## src/rtl/rob_pkg.sv

```systemverilog
// rtl/rob_pkg.sv - shared reorder buffer widths and entry layout
package rob_pkg;
  localparam int TAG_W  = 5;
  localparam int DEPTH  = 1 << TAG_W;
  localparam int DATA_W = 32;
  localparam int REG_W  = 5;

  typedef struct packed {
    logic              busy;
    logic              done;
    logic              has_dest;
    logic              is_branch;
    logic              mispredict;
    logic [REG_W-1:0]  dest;
    logic [DATA_W-1:0] data;
  } rob_entry_t;
endpackage

```

## src/rtl/rob.sv

```systemverilog
// rtl/rob.sv - reorder buffer: tag allocation, CDB writeback, in-order commit, flush
module rob
  import rob_pkg::*;
(
  input  logic              clock,
  input  logic              reset,
  input  logic              disp_valid,
  input  logic              disp_has_dest,
  input  logic [REG_W-1:0]  disp_dest,
  input  logic              disp_is_branch,
  output logic              disp_ready,
  output logic [TAG_W-1:0]  disp_tag,
  input  logic              cdb_valid,
  input  logic [TAG_W-1:0]  cdb_tag,
  input  logic [DATA_W-1:0] cdb_data,
  input  logic              cdb_mispredict,
  input  logic [TAG_W-1:0]  rd_tag,
  output logic              rd_ready,
  output logic [DATA_W-1:0] rd_data,
  output logic              commit_valid,
  output logic [TAG_W-1:0]  commit_tag,
  output logic              commit_wen,
  output logic [REG_W-1:0]  commit_dest,
  output logic [DATA_W-1:0] commit_data,
  output logic              flush,
  output logic [TAG_W:0]    count
);

  rob_entry_t       entries [DEPTH];
  rob_entry_t       head_e;
  rob_entry_t       rd_e;
  rob_entry_t       new_e;
  logic [TAG_W-1:0] head;
  logic [TAG_W-1:0] tail;
  logic [TAG_W:0]   count_q;
  logic             disp_fire;

  assign head_e       = entries[head];
  assign rd_e         = entries[rd_tag];

  assign disp_ready   = (count_q != (TAG_W+1)'(DEPTH));
  assign disp_tag     = tail;
  assign disp_fire    = disp_valid & disp_ready;

  assign commit_valid = head_e.busy & head_e.done;
  assign commit_tag   = head;
  assign commit_wen   = commit_valid & head_e.has_dest;
  assign commit_dest  = head_e.dest;
  assign commit_data  = head_e.data;
  assign flush        = commit_valid & head_e.is_branch & head_e.mispredict;

  assign rd_ready     = rd_e.busy & rd_e.done;
  assign rd_data      = rd_e.data;
  assign count        = count_q;

  always_comb begin
    new_e            = '0;
    new_e.busy       = 1'b1;
    new_e.has_dest   = disp_has_dest;
    new_e.is_branch  = disp_is_branch;
    new_e.dest       = disp_dest;
  end

  always_ff @(posedge clock or posedge reset) begin
    if (reset) begin
      for (int i = 0; i < DEPTH; i++) entries[i] <= '0;
      head    <= '0;
      tail    <= '0;
      count_q <= '0;
    end else if (flush) begin
      // The mispredicted branch retires; everything younger is squashed,
      // including anything dispatched this same cycle.
      for (int i = 0; i < DEPTH; i++) entries[i].busy <= 1'b0;
      head    <= '0;
      tail    <= '0;
      count_q <= '0;
    end else begin
      if (cdb_valid && entries[cdb_tag].busy) begin
        entries[cdb_tag].done       <= 1'b1;
        entries[cdb_tag].data       <= cdb_data;
        entries[cdb_tag].mispredict <= cdb_mispredict;
      end
      if (commit_valid) begin
        entries[head].busy <= 1'b0;
        head               <= head + 1'b1;
      end
      // tail can only equal head here when empty, so this never collides with a commit
      if (disp_fire) begin
        entries[tail] <= new_e;
        tail          <= tail + 1'b1;
      end
      count_q <= count_q + (TAG_W+1)'(disp_fire) - (TAG_W+1)'(commit_valid);
    end
  end

endmodule

```

## config.mk

```make
export PLATFORM = sky130hd
export DESIGN_NAME = rob
export DESIGN_NICKNAME = d
export VERILOG_FILES = /design/src/rtl/rob_pkg.sv /design/src/rtl/rob.sv
export SDC_FILE = /design/constraint.sdc
export NUM_CORES = 2
export LEC_CHECK = 0
export CORE_MARGIN = 10
export CORE_UTILIZATION = 55
export DETAILED_ROUTE_END_ITERATION = 10
export GPL_ROUTABILITY_DRIVEN = 0
export HOLD_SLACK_MARGIN = 0.1
export PLACE_DENSITY = 0.72
export SETUP_SLACK_MARGIN = 0.4
export SYNTH_ARGS = -nofsm -noshare
export SYNTH_HDL_FRONTEND = slang
export SYNTH_SLANG_ARGS = --single-unit
```

## constraint.sdc

```tcl
create_clock -name clock -period 82.8 [get_ports clock]
set_input_delay 8.28 -clock clock [delete_from_list [all_inputs] [get_ports clock]]
set_output_delay 8.28 -clock clock [all_outputs]
set_load 0.005 [all_outputs]
```

==> results.md <==
* Ys Warns at 0
* Starting DRT DRC Count at 10700
* Share of post-route cells with drive strength above 1 at 21.8%
* Slew at the pin with the worst max-slew slack at 1.40 ns
* Chip Height at approximately 390 um
* Port Buffer Count at 143
* Clock tree buffer depth at 3
* Number of H-tree levels at 4
* Global-route wire length before repair at 417000 um
* Startpoint types: primary input
* Hpwl dp at around 150000 um
* Seq cells post-synth at 1360
* Synth top area share at 45.4%
* Clk_lat worst skew at approximately 0.83 ns
* Initial Utilization at 55.3%
* Synth Cell Area at 0.0749 mm2
* Gr ovfl total at 0
* Seq/Total Area, Yosys at 45.4%
* CP Capture Type: output pin
* Sw Share at 34.6%
* Setup violators final at 0
* Slew Limit Fails at 0
* Post-synth top area cell: dfrtp_1
* DRC at 0
* Synth Flop Type: dfrtp_1
* Vias per cell at 7.57
* Clk pwr share at 28.0%
* Synth top cells by count: dfrtp_1, a21oi_1, nand3_1
* TritonCTS Buffers at 149
* NetSw at 859 uW
* Sum of negative setup slack at 0 ns
* Period Utilization, post-route at 26.4%
* Worst r2r src: commit_tag[1]$_DFFE_PP0P_
* CP Class: primary input to output pin
* Mapped Nets at 6774
* Top-count cell post-synth: dfrtp_1
* Max_cap viols at 0
* Post-Synthesis Cells at around 6700
* Final Instance Area at 0.0819 mm2
* CTS tree: done
* Synth cell types at between 70 and 80
* Leakage power at 35.5 nW
* Clock slew at reported path FFs at 0.05 ns
* Post-layout minimum cycle time at 21.88 ns
* CTS resizes at 0
* Status: finished, final reports clean
* Chip width at between 300 and 400 um
* Pwr/cell area at a little over 30 mW/mm2
* Antenna-violating nets left at 0
* CP max FO at 79
* Relative slew slack at about 6.8%
* Sequential group share of total power at 39.9%
* Top cells by area, synth: dfrtp_1, mux4_2, a21oi_1
* Internal Power at around 1.6 mW
* Hold Startpoint: entries[916]$_DFFE_PP0P_
* Final #Nets at ~6400
* WL/cell at 34.1 um
* Fin. Hold Viols at 0
* Total Wirelength at about 280000 um
* RSZ-0062 raised after global routing: false
* Hold Crit Class: flip-flop to flip-flop
* Worst path required time at approximately 75 ns
* EDFF count, synth at 0
* First-pass detailed-route iteration total at 9
* Largest net degree at the start of global routing at 153
* # hold bufs at CTS at 0
* Crit path from: rd_tag[0]
* Initial antenna violation count at 15
* Clk_skew at roughly 0.030 ns
* Post-CTS setup buffers at 0
* Peak VDD IR at 0.0000251 V
* Arrival time at the worst endpoint at 13.60 ns
* Area Overhead vs Synth at 9.24%
* FP Rows at 135
* CTS root buf: clkbuf_16
* Fraction of registers with async set/reset at between 90% and 100%
* Vias in the first global route at 63100
* Fmax at 45.7 MHz
* Cell Area, Placed at roughly 0.077 mm2
* Via count at 62600
* DIE AREA at 0.151 mm2
* Logic pwr share at 32.1%
* I/O pin count at 144
* CTS Sinks at 1360
* Core Region at 0.135 mm2
* Global Route Usage Sum at between 30% and 40%
* Synth Area per Inst at 11.2 um2
routing by layer:
| metal | part of all wire, % | global-route usage (%) | up-vias |
|---|---|---|---|
| met1 | 33 | 45.9 | 31200 |
| met5 | 0.051 | 0.287 | - |
| li1 | - | - | 24100 |
| met4 | 8.3 | 24.7 | 13 |
| met2 | 42 | 52.5 | 5655 |
| met3 | 16 | 14.4 | 1588 |
cells in the final DEF (no fill, tap or decap), drive strengths merged, types with 4 or more instances in the layout:
master	instances
a2111oi	5
a211oi	7
a21oi	794
a22oi	153
a31o	26
and2	7
and3	4
buf	164
bufinv	11
clkbuf	220
clkdlybuf4s50	138
clkinv	24
clkinvlp	6
dfrtp	1360
diode	8
ha	16
inv	37
mux2	264
mux2i	334
mux4	637
nand2	532
nand2b	9
nand3	693
nand3b	5
nand4	41
nor2	391
nor2b	8
nor3	23
nor3b	5
nor4	6
o2111ai	7
o211ai	6
o21ai	480
o21bai	6
o22ai	6
o32ai	4
or2	4
xor2	6
final cells by class:
| type | instances | area, um2 |
|---|---|---|
| multi-input cells | 4522 | 37700 |
| flip-flops and latches | 1360 | 34000 |
| fillers | 10600 | 53600 |
| diodes | 8 | 20.0 |
| clock buffers | 220 | 4440 |
| inverters | 30 | 124 |
| repair buffers | 302 | 2670 |
| well taps | 1781 | 2230 |
| clock inverters | 48 | 601 |
path summary, 6_finish.rpt:
check / slack (ns) / depth (start not counted) / endpoint
max in group asynchronous: 70.00 / 7 / entries[214]$_DFFE_PP0N_
worst max register to register: 74.35 / 14 / entries[543]$_DFFE_PP0P_
worst max-delay path: 60.92 / 8 / rd_data[26]
worst min register to register: 0.50 / 1 / entries[916]$_DFFE_PP0P_
min in group asynchronous: 8.00 / 2 / entries[360]$_DFFE_PP0N_
worst min-delay path: 0.50 / 1 / entries[916]$_DFFE_PP0P_
power by group through the flow:
| stage | combinational [mW] | clock [mW] | sequential [mW] |
|---|---|---|---|
| floorplan | 0.569 | 0 | 0.940 |
| global placement | 0.759 | 0 | 0.984 |
| detailed placement | 0.780 | 0 | 0.994 |
| CTS | 0.784 | 0.696 | 0.985 |
| global route | 0.844 | 0.724 | 1.01 |
| finish | 0.798 | 0.696 | 0.991 |
registers in the layout, summed over array words and instances (netlist names):
signal and count:
entries 1344, commit_tag 5, count 6, disp_tag 5
critical path, cell delays in order:
cell	delay, ns
buf_8	0.53
buf_4	0.92
buf_4	0.86
buf_4	0.87
mux4_2	0.61
mux4_2	0.49
mux2_2	0.33
clkdlybuf4s50_1	0.48
metrics by stage:
step | total power [mW] | hold slack [ns] | instances | util, % | worst slack, ns
4_1_cts | 2.46 | 0.503 | 8263 | 60.4 | 60.87
6_report | 2.48 | 0.499 | 8271 | 60.4 | 60.92
2_1_floorplan | 1.51 | 0.473 | 6703 | - | 36.18
3_3_place_gp | 1.74 | 0.483 | 7995 | 56.7 | 61.03
5_1_grt | 2.58 | 0.508 | 8267 | 60.4 | 60.58
3_5_place_dp | 1.77 | 0.490 | 7995 | 56.7 | 60.87
cells by family after synthesis:
logic type / share of synthesized area, %
xor gates and xnor gates: 0.105
AOI/OAI and AO/OA: 11.2
adders and majority gates: 0.294
DFF: 45.4
and+or+nand+nor: 10.5
muxes: 27.6
buffers and inverters: 4.93
(Power assumes the default switching activity.)
